===== src/rtl/ws2812_pulse_regen.sv =====
// ws2812_pulse_regen: multi-channel WS2812 pulse qualifier, bit classifier and fixed-width regenerator
module ws2812_pulse_regen #(
    parameter int N_CH       = 4,
    parameter int CNT_W      = 12,
    parameter int GLITCH_CYC = 3,
    parameter int T0H_NOM    = 20,
    parameter int T1H_MIN    = 30,
    parameter int T1H_NOM    = 40,
    parameter int MAX_HIGH   = 100,
    parameter int RESET_CYC  = 2500
) (
    input  logic            i_clk,
    input  logic            i_reset,
    input  logic [N_CH-1:0] i_signal_synced,
    input  logic [N_CH-1:0] i_reshape_en,
    input  logic [N_CH-1:0] i_out_en,
    output logic [N_CH-1:0] o_signal,
    output logic [N_CH-1:0] o_bit_strobe,
    output logic [N_CH-1:0] o_bit_value,
    output logic [N_CH-1:0] o_latch,
    output logic [N_CH-1:0] o_glitch,
    output logic [N_CH-1:0] o_fault
);
    localparam logic [2:0] S_IDLE  = 3'd0;
    localparam logic [2:0] S_QUAL  = 3'd1;
    localparam logic [2:0] S_HIGH  = 3'd2;
    localparam logic [2:0] S_LOW   = 3'd3;
    localparam logic [2:0] S_FAULT = 3'd4;
    localparam logic [CNT_W-1:0] ONE    = CNT_W'(1);
    localparam logic [CNT_W-1:0] Q_LAST = CNT_W'(GLITCH_CYC - 1);
    localparam logic [CNT_W-1:0] T0_NOM = CNT_W'(T0H_NOM);
    localparam logic [CNT_W-1:0] T1_MIN = CNT_W'(T1H_MIN);
    localparam logic [CNT_W-1:0] T1_NOM = CNT_W'(T1H_NOM);
    localparam logic [CNT_W-1:0] MAX_H  = CNT_W'(MAX_HIGH);
    localparam logic [CNT_W-1:0] L_LAST = CNT_W'(RESET_CYC - 1);

    if (GLITCH_CYC < 1 || T0H_NOM >= T1H_MIN || T1H_MIN > T1H_NOM || T1H_NOM >= MAX_HIGH ||
        MAX_HIGH >= (1 << CNT_W) || RESET_CYC >= (1 << CNT_W)) begin : g_param_check
        $error("ws2812_pulse_regen: inconsistent timing parameters");
    end

    for (genvar c = 0; c < N_CH; c++) begin : g_ch
        logic [2:0] st;
        logic [CNT_W-1:0] qcnt, hcnt, lcnt;
        logic bit0, sig, strobe, value, latch, glitch, fault;
        logic x, en, nb0, done, stuck;
        assign x = i_signal_synced[c];
        assign en = i_out_en[c];
        // a fall before the bit-1 threshold marks the pulse as bit 0 for good
        assign nb0 = bit0 || (!x && hcnt < T1_MIN);
        assign done = nb0 ? hcnt >= T0_NOM : !x && hcnt >= T1_NOM;
        assign stuck = !nb0 && hcnt >= MAX_H;
        always_ff @(posedge i_clk) begin
            strobe <= 1'b0;
            latch <= 1'b0;
            glitch <= 1'b0;
            sig <= 1'b0;
            if (i_reset || !i_reshape_en[c]) begin
                st <= S_IDLE;
                qcnt <= '0;
                hcnt <= '0;
                lcnt <= '0;
                bit0 <= 1'b0;
                value <= 1'b0;
                fault <= 1'b0;
                sig <= !i_reset && x && en;
            end else begin
                case (st)
                    S_IDLE: begin
                        if (x) begin
                            st <= S_QUAL;
                            qcnt <= ONE;
                        end
                    end
                    S_QUAL: begin
                        if (!x) begin
                            st <= S_IDLE;
                            glitch <= 1'b1;
                        end else if (qcnt >= Q_LAST) begin
                            st <= S_HIGH;
                            sig <= en;
                            hcnt <= ONE;
                            bit0 <= 1'b0;
                        end else begin
                            qcnt <= qcnt + ONE;
                        end
                    end
                    S_HIGH: begin
                        bit0 <= nb0;
                        if (done) begin
                            st <= S_LOW;
                            strobe <= 1'b1;
                            value <= !nb0;
                            lcnt <= '0;
                        end else if (stuck) begin
                            st <= S_FAULT;
                            fault <= 1'b1;
                        end else begin
                            hcnt <= hcnt + ONE;
                            sig <= en;
                        end
                    end
                    S_LOW: begin
                        if (x) begin
                            st <= S_QUAL;
                            qcnt <= ONE;
                        end else if (lcnt >= L_LAST) begin
                            st <= S_IDLE;
                            latch <= 1'b1;
                        end else begin
                            lcnt <= lcnt + ONE;
                        end
                    end
                    S_FAULT: begin
                        if (!x) begin
                            st <= S_LOW;
                            lcnt <= '0;
                            fault <= 1'b0;
                        end
                    end
                    default: st <= S_IDLE;
                endcase
            end
        end
        assign o_signal[c] = sig;
        assign o_bit_strobe[c] = strobe;
        assign o_bit_value[c] = value;
        assign o_latch[c] = latch;
        assign o_glitch[c] = glitch;
        assign o_fault[c] = fault;
    end
endmodule


===== config.mk =====
export PLATFORM = sky130hd
export DESIGN_NAME = ws2812_pulse_regen
export DESIGN_NICKNAME = d
export VERILOG_FILES = /design/src/rtl/ws2812_pulse_regen.sv
export SDC_FILE = /design/constraint.sdc
export NUM_CORES = 1
export LEC_CHECK = 0
export ABC_AREA = 1
export CORE_AREA = 2 2 147 149
export CTS_CLUSTER_SIZE = 14
export DETAILED_ROUTE_END_ITERATION = 7
export DIE_AREA = 0 0 149 151
export PLACE_DENSITY = 0.64
export SKIP_LAST_GASP = 1
export SYNTH_ARGS = -nofsm -noshare
export SYNTH_HDL_FRONTEND = slang
export SYNTH_SLANG_ARGS = --single-unit

===== constraint.sdc =====
create_clock -name i_clk -period 1.49 [get_ports i_clk]
set_input_delay 0.3725 -clock i_clk [delete_from_list [all_inputs] [get_ports i_clk]]
set_output_delay 0.3725 -clock i_clk [all_outputs]
set_load 0.01 [all_outputs]

# == Yosys cells after proc, flatten, opt, wreduce, memory -nomap -nowiden ==
# Index checks and enable logic that the tools add are counted.
# word_totals
elab_cells,433
in_bits,14
output_inout_bits,24
regBits,184
# op_classes
n_mux,160
n_addsub,12
n_reduce_logical,105
order_cmp,24
bitwise_logic,12
eq_ne,76
# op_table
op,count
2-to-1 mux 12 bit,44
one-hot mux 12 bit (2 select lines),8
adder 12 x 1 -> 12 bit (second input constant),12
one-hot mux 12 bit (3 select lines),4
2-to-1 mux 3 bit,32
inequality test 2 bit (second input constant),44
one-hot mux 3 bit (5 select lines),4
AND reduction 5 bit,12
2-to-1 mux 1 bit,56
greater-or-equal comparator 12 bit (second input constant),4
greater-or-equal comparator 12 x 2 -> 1 bit (second input constant),4
greater-or-equal comparator 12 x 5 -> 1 bit (second input constant),4
greater-or-equal comparator 12 x 6 -> 1 bit (second input constant),4
greater-or-equal comparator 12 x 7 -> 1 bit (second input constant),4
less-than comparator 12 x 5 -> 1 bit (second input constant),4
inequality test 3 bit (second input constant),12
AND reduction 4 bit,8
== test 3 x 2 -> 1 bit (second input constant),8
one-hot mux 1 bit (2 select lines),12
nonzero test 2 bit,12
OR reduction 2 bit,12
logical AND 1 bit,20
zero test 1 bit,13
== test 3 x 1 -> 1 bit (second input constant),4
9 further kinds,48

# == Longest topological paths before layout ==
# depth
word_depth,9
depth_mapped,13
depth_no_buf,13

# == Worst setup path before layout ==
# OpenSTA, ideal clock, no wires.
# synth_path
path_kind,register to register
startpoint,register g_ch[0].qcnt[0]
endpoint,register g_ch[0].hcnt[2]
synth_period_minus_slack_ns,1.552
setup_slack_ns,-0.062
path_buffers,1
arrival_time_ns,1.483
path_stages_with_launch,13
required_ns,1.421
setup_ns,0.069
path_cell_list,dfxtp_1 > inv_1 > ha_1 > nor2_1 > nand3_1 > nor3_1 > nand2_1 > nand2_1 > nand2_2 > nand2_4 > buf_6 > nand2_2 > a21oi_2
# synth_via
elab_chain_len,3
# synth_lines
item,line_no,rtl
from (decl),44,"logic [CNT_W-1:0] qcnt, hcnt, lcnt;"
from (signal assigned),85,qcnt <= qcnt + ONE;
greater-or-equal comparator 12 x 2 -> 1 bit,79,end else if (qcnt >= Q_LAST) begin
inequality test 2 bit (no line),--,
AND reduction 5 bit (no line),--,
to (signal assigned),99,hcnt <= hcnt + ONE;
to (decl),44,
# No other way between the ends.
# A chain may end at the register's enable or synchronous reset.

# == Final worst setup path ==
# layout_path
startpoint,register g_ch[0].qcnt[0]
endpoint,register g_ch[0].hcnt[1]
# Same word-level chain as after synthesis.

==> reports/results.tsv <==
metric	value	unit
drv_cap	0	
path_cells	inv_2 > ha_4 > nor2_1 > nand3_1 > nor3_2 > nand2_1 > nand2_2 > nand2_4 > buf_6 > nand3b_1 > a21oi_2	
clk_transition_reported_paths	0.07	ns
max_slew.worst_pin.slew	0.444	ns
cts_buffers	17	
cts_hold_buf	0	
syn_nets	1442	
critPathSlowestCell	dfxtp_2	
synth_seq_cells	184	
root_buffer	clkbuf_16	
htreeDepth	4	
path_class	reg2reg	
worstRegToRegCells	11	
critical_path_buf_inv_count	2	
io_pins	38	
drive_above_1_share	0.473	
synth.top_cell.area_share	0.380	
worstHoldEndpoint	g_ch[3].glitch	
crit_required	1.82	ns
setup_viol	132	
skew	0.00998	ns
finalCritPeriodShare	1.14	
whs_path_depth	3	
postLayoutSetupSlackWorst	-0.207	ns
fillers	1530	
violations	negative setup slack	
grt_pass1_wl	43500	um
synth_cell_types	42	
r2r_end	g_ch[0].hcnt[1]	
timing.final.hold_violations	0	
place.gp.congestion	0.890	
worstHoldStart	i_signal_synced[3]	
fmax	589	MHz
r2r_start	g_ch[0].qcnt[0]	
via_count	10300	
drtIter0Drc	419	
core	20800	sq um
yosysTopAreaCell	dfxtp_1	
ys.flop_type	dfxtp_1	
critPathMaxStageDelay	0.33	ns
yosysWarnings	0	
via_per_inst	5.15	
antennaDiodeCount	0	
p_leak	0.00596	uW
rsz0062_at_grt	true	
routed_wl	28700	um
first_pass_iters	5	
avgSynthCellArea	6.89	sq um
max-vdd-ir-drop	0.000848	V
synth-edff-count	0	
status	finished with violations	
drt.antenna.violating_nets	0	
start_kind	flip-flop	
port_buffers	37	
syn-cell-area	9700	sq um
timing.slew.headroom	0.704	
insertion_delay	0.44	ns
critPathTopFamily	simple AND/OR/NAND/NOR gates	
cts_tree	built	
synth_cells	1408	
worstSetupEndpointType	flip-flop	
die_h	151	um
min_period	1.70	ns
finalSetupTns	-14.35	ns
start_util	0.466	
wl_per_cell	14.3	um
worst-endpoint-arrival	2.02	ns
power_density	705	nW/um^2
first_global_vias	9722	
cts_buffer_depth	2	
grt_max_degree	20	
final_util	0.730	
slew_viol_final	0	
grt-ovfl-total	0	
crit_path_max_fanout	4	
nets	1749	
ys_async_sr_fraction	0	
hpwl	16700	um
grt_usage	0.233	
yosys-top-cells-area	dfxtp_1 38%, nand2_1 12%, nor2_1 8.3%	
core.rowCount	53	
hold_path.class	in2reg	
dieArea	22500	sq um
yosysSeqAreaShare	0.380	
antenna_found_initial	0	
drc	0	
syn_to_final_growth	56.6	%
reg2reg_slack	-0.21	ns
hold_ws	0.386	ns
cts.sink_count	184	
fp.dieW	149	um
worst max-delay path by stage:
stage	start	endpoint	slack (ns)	depth (start not counted)
CTS	g_ch[3].lcnt[1]	g_ch[3].lcnt[3]	-0.16	11
floorplan	g_ch[0].qcnt[0]	g_ch[0].hcnt[2]	0.004	12
global route	g_ch[0].qcnt[0]	g_ch[0].hcnt[2]	-0.31	11
finish	g_ch[0].qcnt[0]	g_ch[0].hcnt[1]	-0.21	11
detailed placement	i_signal_synced[3]	g_ch[3].hcnt[2]	-0.53	8
global placement	i_signal_synced[3]	g_ch[3].hcnt[2]	-0.47	8
final cells by class:
cell class,count,area [sq um],area share
well taps,275,344,0.0226
flip-flops and latches,184,3770,0.248
multi-input cells,1008,6810,0.448
clock buffers,20,447,0.0294
repair buffers,350,3110,0.205
inverters,154,604,0.0398
clock inverters,12,118,0.00774
sequential cells by signal, indices dropped and copies added (netlist names):
| register | flops |
|---|---|
| g_ch.value | 4 |
| g_ch.bit0 | 4 |
| g_ch.lcnt | 48 |
| g_ch.sig | 4 |
| g_ch.qcnt | 48 |
| g_ch.st | 12 |
| g_ch.fault | 4 |
| g_ch.latch | 4 |
| g_ch.glitch | 4 |
| g_ch.strobe | 4 |
| g_ch.hcnt | 48 |
stage by stage:
stage | cell area (sq um) | setup WS (ns) | cells | total power, uW
after global placement | 12000 | -0.475 | 1901 | 6020
after global routing | 15200 | -0.307 | 2003 | 11100
after floorplan | 9740 | 0.00425 | 1408 | 5620
after detailed placement | 12000 | -0.526 | 1901 | 6030
after CTS | 13800 | -0.160 | 1973 | 10600
final | 15200 | -0.207 | 2003 | 10700
cells in the mapped netlist (4+ instances only):
cell type  instances
a21oi_1          102
xor2_1            27
buf_6              5
nand2_4            9
or2_2              5
ha_1              20
nand3_1          119
nor3_1            56
clkbuf_1          18
buf_2              9
a21oi_2           10
nand2_2           21
nor2_2             6
nand4_1           31
buf_4             32
nand3_2            6
a211oi_1           9
o21ai_0           28
xnor2_1           12
nand2_1          299
inv_2             10
inv_1            140
nor2_1           214
dfxtp_1          184
nor3b_1            5
nor3b_2            4
per-layer routing:
| metal | vias up | track usage | share of wire |
|---|---|---|---|
| li1 | 5141 | - | - |
| met1 | 4907 | 0.290 | 0.43 |
| met2 | 200 | 0.415 | 0.52 |
| met3 | 66 | 0.0343 | 0.031 |
| met4 | 0 | 0.0776 | 0.023 |
| met5 | - | 0 | 0 |
placed cells by master (no fill, tap or decap), drive strengths merged, types with 20 or more instances in the layout:
cell         Yosys  layout
nand2          329     333
a21oi          112     112
dfxtp          184     184
nand3          127     129
inv            150     152
nor3            59      59
buf             49     312
ha              20      20
xor2            27      27
dlygate4sd2      0      23
clkbuf          19      20
nand4           31      31
nor2           220     220
o21ai           31      31
kinds of logic after synthesis:
kind of cell,Yosys count,share of synthesized area
and+or+nand+nor,787,0.368
buffers and inverters,222,0.104
DFF,184,0.380
AOI/OAI and AO/OA,156,0.0877
xor gates and xnor gates,39,0.0352
adders and majority gates,20,0.0258
tightest hold or removal path, cell delays in order:
cell	delay (ns)
dlymetal6s2s_1	0.20
buf_4	0.16
nor3_1	0.04
power by group:
part	total, uW	leakage (uW)	switching, uW	internal, uW
logic	1340	0.00418	781	563
registers	4970	0.00151	32.9	4940
clock network	4400	0.000264	2030	2370
timing repair:
action                                  in CTS  in global routing
cloned                                      12                  1
pin swaps                                  113                135
resized for setup                          274                331
endpoints found under the setup margin     178                170
setup buffers                               28                 32
endpoints found under the hold margin        0                  0
(Power assumes the default switching activity.)
